<file path="config.mk">
export PLATFORM = sky130hd
export DESIGN_NAME = axis_video_pattern_gen
export DESIGN_NICKNAME = d
export VERILOG_FILES = /design/src/rtl/axis_video_pattern_gen.sv
export SDC_FILE = /design/constraint.sdc
export NUM_CORES = 1
export LEC_CHECK = 0
export CAP_MARGIN = 20
export CORE_UTILIZATION = 47
export DETAILED_ROUTE_END_ITERATION = 16
export GPL_ROUTABILITY_DRIVEN = 0
export GPL_TIMING_DRIVEN = 0
export PLACE_DENSITY = 0.77
export SYNTH_ARGS = -nofsm -noshare
export SYNTH_HDL_FRONTEND = slang
export SYNTH_SLANG_ARGS = --single-unit
</file>
<file path="constraint.sdc">
create_clock -name clk -period 5.6 [get_ports clk]
set_input_delay 0.56 -clock clk [delete_from_list [all_inputs] [get_ports clk]]
set_output_delay 0.56 -clock clk [all_outputs]
set_load 0.02 [all_outputs]
</file>
<file path="src/rtl/axis_video_pattern_gen.sv">
// axis_video_pattern_gen: AXI4-Stream RGB test-pattern frame source.
// Optional inter-frame gap: define VIDGEN_INTERFRAME_GAP_EN.
module axis_video_pattern_gen #(
   parameter int H_ACTIVE   = 640,
   parameter int V_ACTIVE   = 480,
   parameter int DATA_WIDTH = 24
) (
   input  logic                  clk,
   input  logic                  reset_n,
   input  logic                  enable,
   input  logic [1:0]            mode,
   input  logic [DATA_WIDTH-1:0] solid_color,
`ifdef VIDGEN_INTERFRAME_GAP_EN
   input  logic [7:0]            frame_gap,
`endif
   output logic [DATA_WIDTH-1:0] m_axis_tdata,
   output logic                  m_axis_tvalid,
   input  logic                  m_axis_tready,
   output logic                  m_axis_tlast,
   output logic                  m_axis_tuser,
   output logic                  busy,
   output logic [15:0]           frame_cnt
);

   localparam logic [15:0] X_LAST   = 16'(H_ACTIVE - 1);
   localparam logic [15:0] Y_LAST   = 16'(V_ACTIVE - 1);
   localparam logic [15:0] BAR_LAST = 16'(H_ACTIVE / 8 - 1);

`ifdef VIDGEN_INTERFRAME_GAP_EN
   typedef enum logic [1:0] {S_IDLE, S_ACTIVE, S_GAP} state_t;
`else
   typedef enum logic [1:0] {S_IDLE, S_ACTIVE} state_t;
`endif

   state_t                  state_q;
   logic [15:0]             x_q, y_q, x_d, y_d;
   logic [15:0]             sub_q, sub_d;
   logic [2:0]              bar_q, bar_d;
   logic [1:0]              mode_q;
   logic [DATA_WIDTH-1:0]   color_q;
   logic [DATA_WIDTH-1:0]   tdata_q;
   logic                    tvalid_q, tlast_q, tuser_q, busy_q;
   logic [15:0]             frame_cnt_q;
`ifdef VIDGEN_INTERFRAME_GAP_EN
   logic [7:0]              gap_q;
`endif

   logic                    xfer, last_x, last_y, eof;
   logic                    gap_take, gap_done, start;
   logic [DATA_WIDTH-1:0]   pix_nxt, pix_first;

   function automatic logic [23:0] bar_color(input logic [2:0] b);
      case (b)
         3'd0:    return 24'hFFFFFF;
         3'd1:    return 24'hFFFF00;
         3'd2:    return 24'h00FFFF;
         3'd3:    return 24'h00FF00;
         3'd4:    return 24'hFF00FF;
         3'd5:    return 24'hFF0000;
         3'd6:    return 24'h0000FF;
         default: return 24'h000000;
      endcase
   endfunction

   function automatic logic [23:0] pixel(
      input logic [1:0]  md,
      input logic [23:0] col,
      input logic [7:0]  x,
      input logic [7:0]  y,
      input logic [2:0]  b
   );
      logic [7:0] s;
      s = x + y;
      case (md)
         2'd0:    return col;
         2'd1:    return bar_color(b);
         2'd2:    return {x, y, s};
         default: return (x[3] ^ y[3]) ? 24'h000000 : 24'hFFFFFF;
      endcase
   endfunction

   assign xfer   = tvalid_q & m_axis_tready;
   assign last_x = (x_q == X_LAST);
   assign last_y = (y_q == Y_LAST);
   assign eof    = (state_q == S_ACTIVE) && xfer && last_x && last_y;

`ifdef VIDGEN_INTERFRAME_GAP_EN
   assign gap_take = (frame_gap != 8'd0);
   assign gap_done = (state_q == S_GAP) && (gap_q == 8'd1);
`else
   assign gap_take = 1'b0;
   assign gap_done = 1'b0;
`endif

   assign start = enable && ((state_q == S_IDLE) ||
                             (eof && !gap_take) || gap_done);

   // Position and colour-bar counters for the pixel after the current one
   always_comb begin
      x_d   = x_q + 16'd1;
      y_d   = y_q;
      sub_d = sub_q + 16'd1;
      bar_d = bar_q;
      if (last_x) begin
         x_d   = 16'd0;
         y_d   = last_y ? 16'd0 : y_q + 16'd1;
         sub_d = 16'd0;
         bar_d = 3'd0;
      end else if (sub_q == BAR_LAST) begin
         sub_d = 16'd0;
         if (bar_q != 3'd7) bar_d = bar_q + 3'd1;
      end
   end

   assign pix_nxt   = pixel(mode_q, color_q, x_d[7:0], y_d[7:0], bar_d);
   assign pix_first = pixel(mode, solid_color, 8'd0, 8'd0, 3'd0);

   // Frame FSM with registered stream outputs
   always_ff @(posedge clk or negedge reset_n) begin
      if (!reset_n) begin
         state_q     <= S_IDLE;
         x_q         <= '0;
         y_q         <= '0;
         sub_q       <= '0;
         bar_q       <= '0;
         mode_q      <= '0;
         color_q     <= '0;
         tdata_q     <= '0;
         tvalid_q    <= 1'b0;
         tlast_q     <= 1'b0;
         tuser_q     <= 1'b0;
         busy_q      <= 1'b0;
         frame_cnt_q <= '0;
`ifdef VIDGEN_INTERFRAME_GAP_EN
         gap_q       <= '0;
`endif
      end else begin
         if (eof) frame_cnt_q <= frame_cnt_q + 16'd1;
         if (start) begin
            state_q  <= S_ACTIVE;
            x_q      <= '0;
            y_q      <= '0;
            sub_q    <= '0;
            bar_q    <= '0;
            mode_q   <= mode;
            color_q  <= solid_color;
            tdata_q  <= pix_first;
            tvalid_q <= 1'b1;
            tlast_q  <= 1'b0;
            tuser_q  <= 1'b1;
            busy_q   <= 1'b1;
         end else begin
            unique case (state_q)
               S_IDLE: begin
               end
               S_ACTIVE: begin
                  if (xfer) begin
                     if (last_x && last_y) begin
                        tvalid_q <= 1'b0;
                        tlast_q  <= 1'b0;
                        tuser_q  <= 1'b0;
`ifdef VIDGEN_INTERFRAME_GAP_EN
                        if (gap_take) begin
                           state_q <= S_GAP;
                           gap_q   <= frame_gap;
                        end else
`endif
                        begin
                           state_q <= S_IDLE;
                           busy_q  <= 1'b0;
                        end
                     end else begin
                        x_q     <= x_d;
                        y_q     <= y_d;
                        sub_q   <= sub_d;
                        bar_q   <= bar_d;
                        tdata_q <= pix_nxt;
                        tlast_q <= (x_d == X_LAST);
                        tuser_q <= 1'b0;
                     end
                  end
               end
`ifdef VIDGEN_INTERFRAME_GAP_EN
               S_GAP: begin
                  if (gap_done) begin
                     state_q <= S_IDLE;
                     busy_q  <= 1'b0;
                  end else begin
                     gap_q <= gap_q - 8'd1;
                  end
               end
`endif
               default: state_q <= S_IDLE;
            endcase
         end
      end
   end

   assign m_axis_tdata  = tdata_q;
   assign m_axis_tvalid = tvalid_q;
   assign m_axis_tlast  = tlast_q;
   assign m_axis_tuser  = tuser_q;
   assign busy          = busy_q;
   assign frame_cnt     = frame_cnt_q;

endmodule

</file>
==> results.txt <==
----------------------------------------------------
[Timing]
  Ratio of final minimum period to clock period ... 0.763
  Highest clock rate ... 0.234 GHz
  Worst-margin pin slew ... 1.12 ns
  Worst clock skew ... 0.00843 ns
  Number of pins with negative max-slew slack in the final report ... 0
  Setup repair after global routing missed its margin ... false
  Slew HR ... 0.256
  WHS ... 0.0854 ns
  Final hold violation count ... 0
  PnR worst setup slack ... 1.33 ns
  Final period demand of the worst path ... about 4.3 ns
  Number of setup violations in the final report ... 0

[Detailed routing]
  DR WL/cell ... 17.6 µm
  Antenna violation net count after detailed routing ... 0
  Avg Vias per Cell ... roughly 6
  Detailed Routing Iterations Pass 1 ... 5
  Final Routed Wirelength ... 19.0 mm
  Routed via count ... 6352
  Drt drc ... 0
  Initial DRC count ... ~400

[Floorplanning]
  CORE AREA ... 0.0145 mm²
  Horiz. Die Dim ... 124 µm
  Overall die height ... 124 µm
  Std cell rows ... 44
  Starting Density ... 0.483
  I/O Pins ... 74
  Die area ... roughly 0.015 mm²

[GRT]
  Maximum number of pins on one net before global-route repair ... 70
  Via count of the first global-routing pass ... 6090
  Antenna violations before repair ... 0
  Global-route wire length before repair ... 31.3 mm
  Total overflow reported by the global router ... 0
  Total track usage ... 0.255

[Clock tree]
  H-tree depth reported by CTS ... 4
  Clock buffers created by TritonCTS ... 17
  # Post-CTS Setup Buffers ... 0
  Cts hold-fix bufs ... 0
  Clock tree from TritonCTS ... done
  Clock insertion delay at the later pin of the skew report ... approximately 0.42 ns
  Number of clock sinks ... 121
  Cell at the root of the clock tree ... clkbuf_16
  Post-cts gate resize count ... 0
  Register clock-pin slew on the reported worst setup and hold paths ... around 0.060 ns
  Maximum buffer depth of the clock tree ... 2

[Finish]
  Commonest cells after routing, fill and taps aside ... dfrtp_1 (121), nand2_1 (116), o21ai_0 (100)
  Most common cell after layout, fill and taps aside ... dfrtp_1
  Number of nets in the finished design ... approximately 930
  Number of antenna diodes ... 0
  Post-route core utilization ... 0.598
  Ratio of cells with drive above 1 in the final layout ... 0.0994
  Layout area overhead ... 23.7%
  Fill count ... 1245

[Synthesis]
  Average size of a mapped cell ... 8.90 µm²
  Number of standard cells after synthesis ... about 790
  Number of enable flip-flop cells after synthesis ... 0
  Synth Warn # ... 0
  Share of synthesized area occupied by flip-flops and latches ... 0.431
  Syn Nets ... 833
  Predominant post-synthesis flop cell ... dfrtp_1
  Netlist area before placement ... 0.00702 mm²
  Register bit count reported by yosys ... 121
  Post-synthesis cell type count ... 72
  Proportion of synthesized flip-flops having asynchronous set or reset ... 1.00

[Worst setup path]
  Crit path arrival time ... about 4.6 ns
  Data required time at the worst endpoint ... 5.96 ns
  Startpoint-to-endpoint class of the critical path ... flip-flop to flip-flop
  Worst setup SP type ... flip-flop
  Capturing element type of the critical path ... flip-flop
  Biggest fanout along the worst timing path ... 9

[Outcome]
  Status ... complete, no violations

[Power]
  Leakage power ... 3.80 nW
  Max VDD drop ... about 0.25 mV
  Power density normalized to cell area ... 333 mW/mm²
  Power Total ... 0.00289 W

[Place]
  Total half-perimeter wirelength after legalization and detailed placement ... 13.2 mm
  Number of buffers added on ports ... 73
  Post-place setup slack ... 1.47 ns

[Hold path]
  Class of the most critical hold timing path ... input port to asynchronous set/reset pin

[Job]
  Max-cap viol count ... 0

----------------------------------------------------
==> per-layer routing <==
metal  GRT usage  vias up  routed length (µm)
li1            -     3004                   -
met1       0.348     3071                8560
met2       0.392      237                8790
met3      0.0560       40                1160
met4       0.102        0                 453
met5           0        -                   0
==> cells by family after synthesis <==
family | after synthesis | synth area share
compound gates | 210 | 0.195
xor+xnor | 34 | 0.0424
fa+ha+maj | 14 | 0.0260
buf+inv | 76 | 0.0474
flops | 121 | 0.431
mux | 21 | 0.0307
simple gates | 313 | 0.227
==> worst max-delay path, stage by stage, from the launching register on <==
cell	delay, ns
dfrtp_1	0.36
clkbuf_1	0.17
or4_4	0.52
nor3_4	0.25
nand2_2	0.26
o21ai_0	0.25
o31a_1	0.29
inv_1	0.08
ha_1	0.35
a21boi_0	0.58
o21ai_0	0.51
a211oi_1	0.36
o221a_2	0.23
==> Yosys cell counts (4+ instances only) <==
| library cell | n | area [µm²] |
|---|---|---|
| xor2_1 | 18 | 158 |
| inv_1 | 31 | 116 |
| nor4_1 | 5 | 31.3 |
| a22o_1 | 4 | 35.0 |
| nand2b_1 | 8 | 50.1 |
| nand4_1 | 11 | 68.8 |
| clkbuf_1 | 30 | 113 |
| or3_1 | 6 | 37.5 |
| o221a_2 | 14 | 158 |
| nor3_1 | 9 | 45.0 |
| nor2_1 | 58 | 218 |
| a21o_1 | 7 | 52.6 |
| mux2i_1 | 17 | 170 |
| a31oi_1 | 9 | 56.3 |
| o21ai_0 | 100 | 500 |
| a211oi_1 | 10 | 75.1 |
| xnor2_1 | 16 | 140 |
| o31ai_1 | 13 | 97.6 |
| and2_1 | 7 | 43.8 |
| and4_1 | 5 | 43.8 |
| nand3_1 | 28 | 140 |
| a21oi_1 | 21 | 105 |
| nor3b_1 | 7 | 52.6 |
| and3_1 | 17 | 106 |
| nand2_1 | 116 | 435 |
| nor2b_1 | 7 | 43.8 |
| mux2_2 | 4 | 45.0 |
| ha_1 | 13 | 163 |
| buf_2 | 8 | 40.0 |
| dfrtp_1 | 121 | 3030 |
==> report_power, final <==
group	total [W]	switching, W	internal [W]
Combinational	0.000575	0.000324	0.000250
Clock	0.00126	0.000406	0.000854
Sequential	0.00105	0.0000801	0.000974
==> per-stage QoR <==
stage | TNS [ns] | std cells | area, µm²
global placement | -98.76 | 1046 | 7980
CTS | 0 | 1079 | 8690
global route | 0 | 1079 | 8690
floorplan | 0 | 789 | 7020
finish | 0 | 1079 | 8690
detailed placement | 0 | 1047 | 8010
==> flip-flops by register name (all words and copies together) (netlist names) <==
register,flops
bar_q,3
y_q,16
x_q,16
state_q,1
mode_q,2
busy,1
m_axis_tdata,24
sub_q,16
color_q,24
m_axis_tuser,1
frame_cnt,16
m_axis_tlast,1
==> final cells by class <==
type	count	area (µm²)	area share
plain buffers	45	216	0.0249
clock inverters	13	223	0.0256
repair buffers	74	759	0.0874
clock buffers	19	453	0.0521
multi-input cells	592	3660	0.421
flip-flops and latches	121	3030	0.349
inverters	31	116	0.0134
well taps	184	230	0.0265
==> path summary, 6_finish.rpt <==
kind                            cells after the start  slack (ns)          endpoint          start
min in group clk                                    1        0.47     frame_cnt[15]  frame_cnt[15]
worst max-delay path                               12        1.33   m_axis_tdata[9]        x_q[13]
worst max register to register                     12        1.33   m_axis_tdata[9]        x_q[13]
worst min-delay path                                1        0.09  m_axis_tdata[18]        reset_n
worst min register to register                      1        0.47     frame_cnt[15]  frame_cnt[15]
max in group asynchronous                           2        4.80              busy        reset_n
Power figures use the tool's default switching activity.
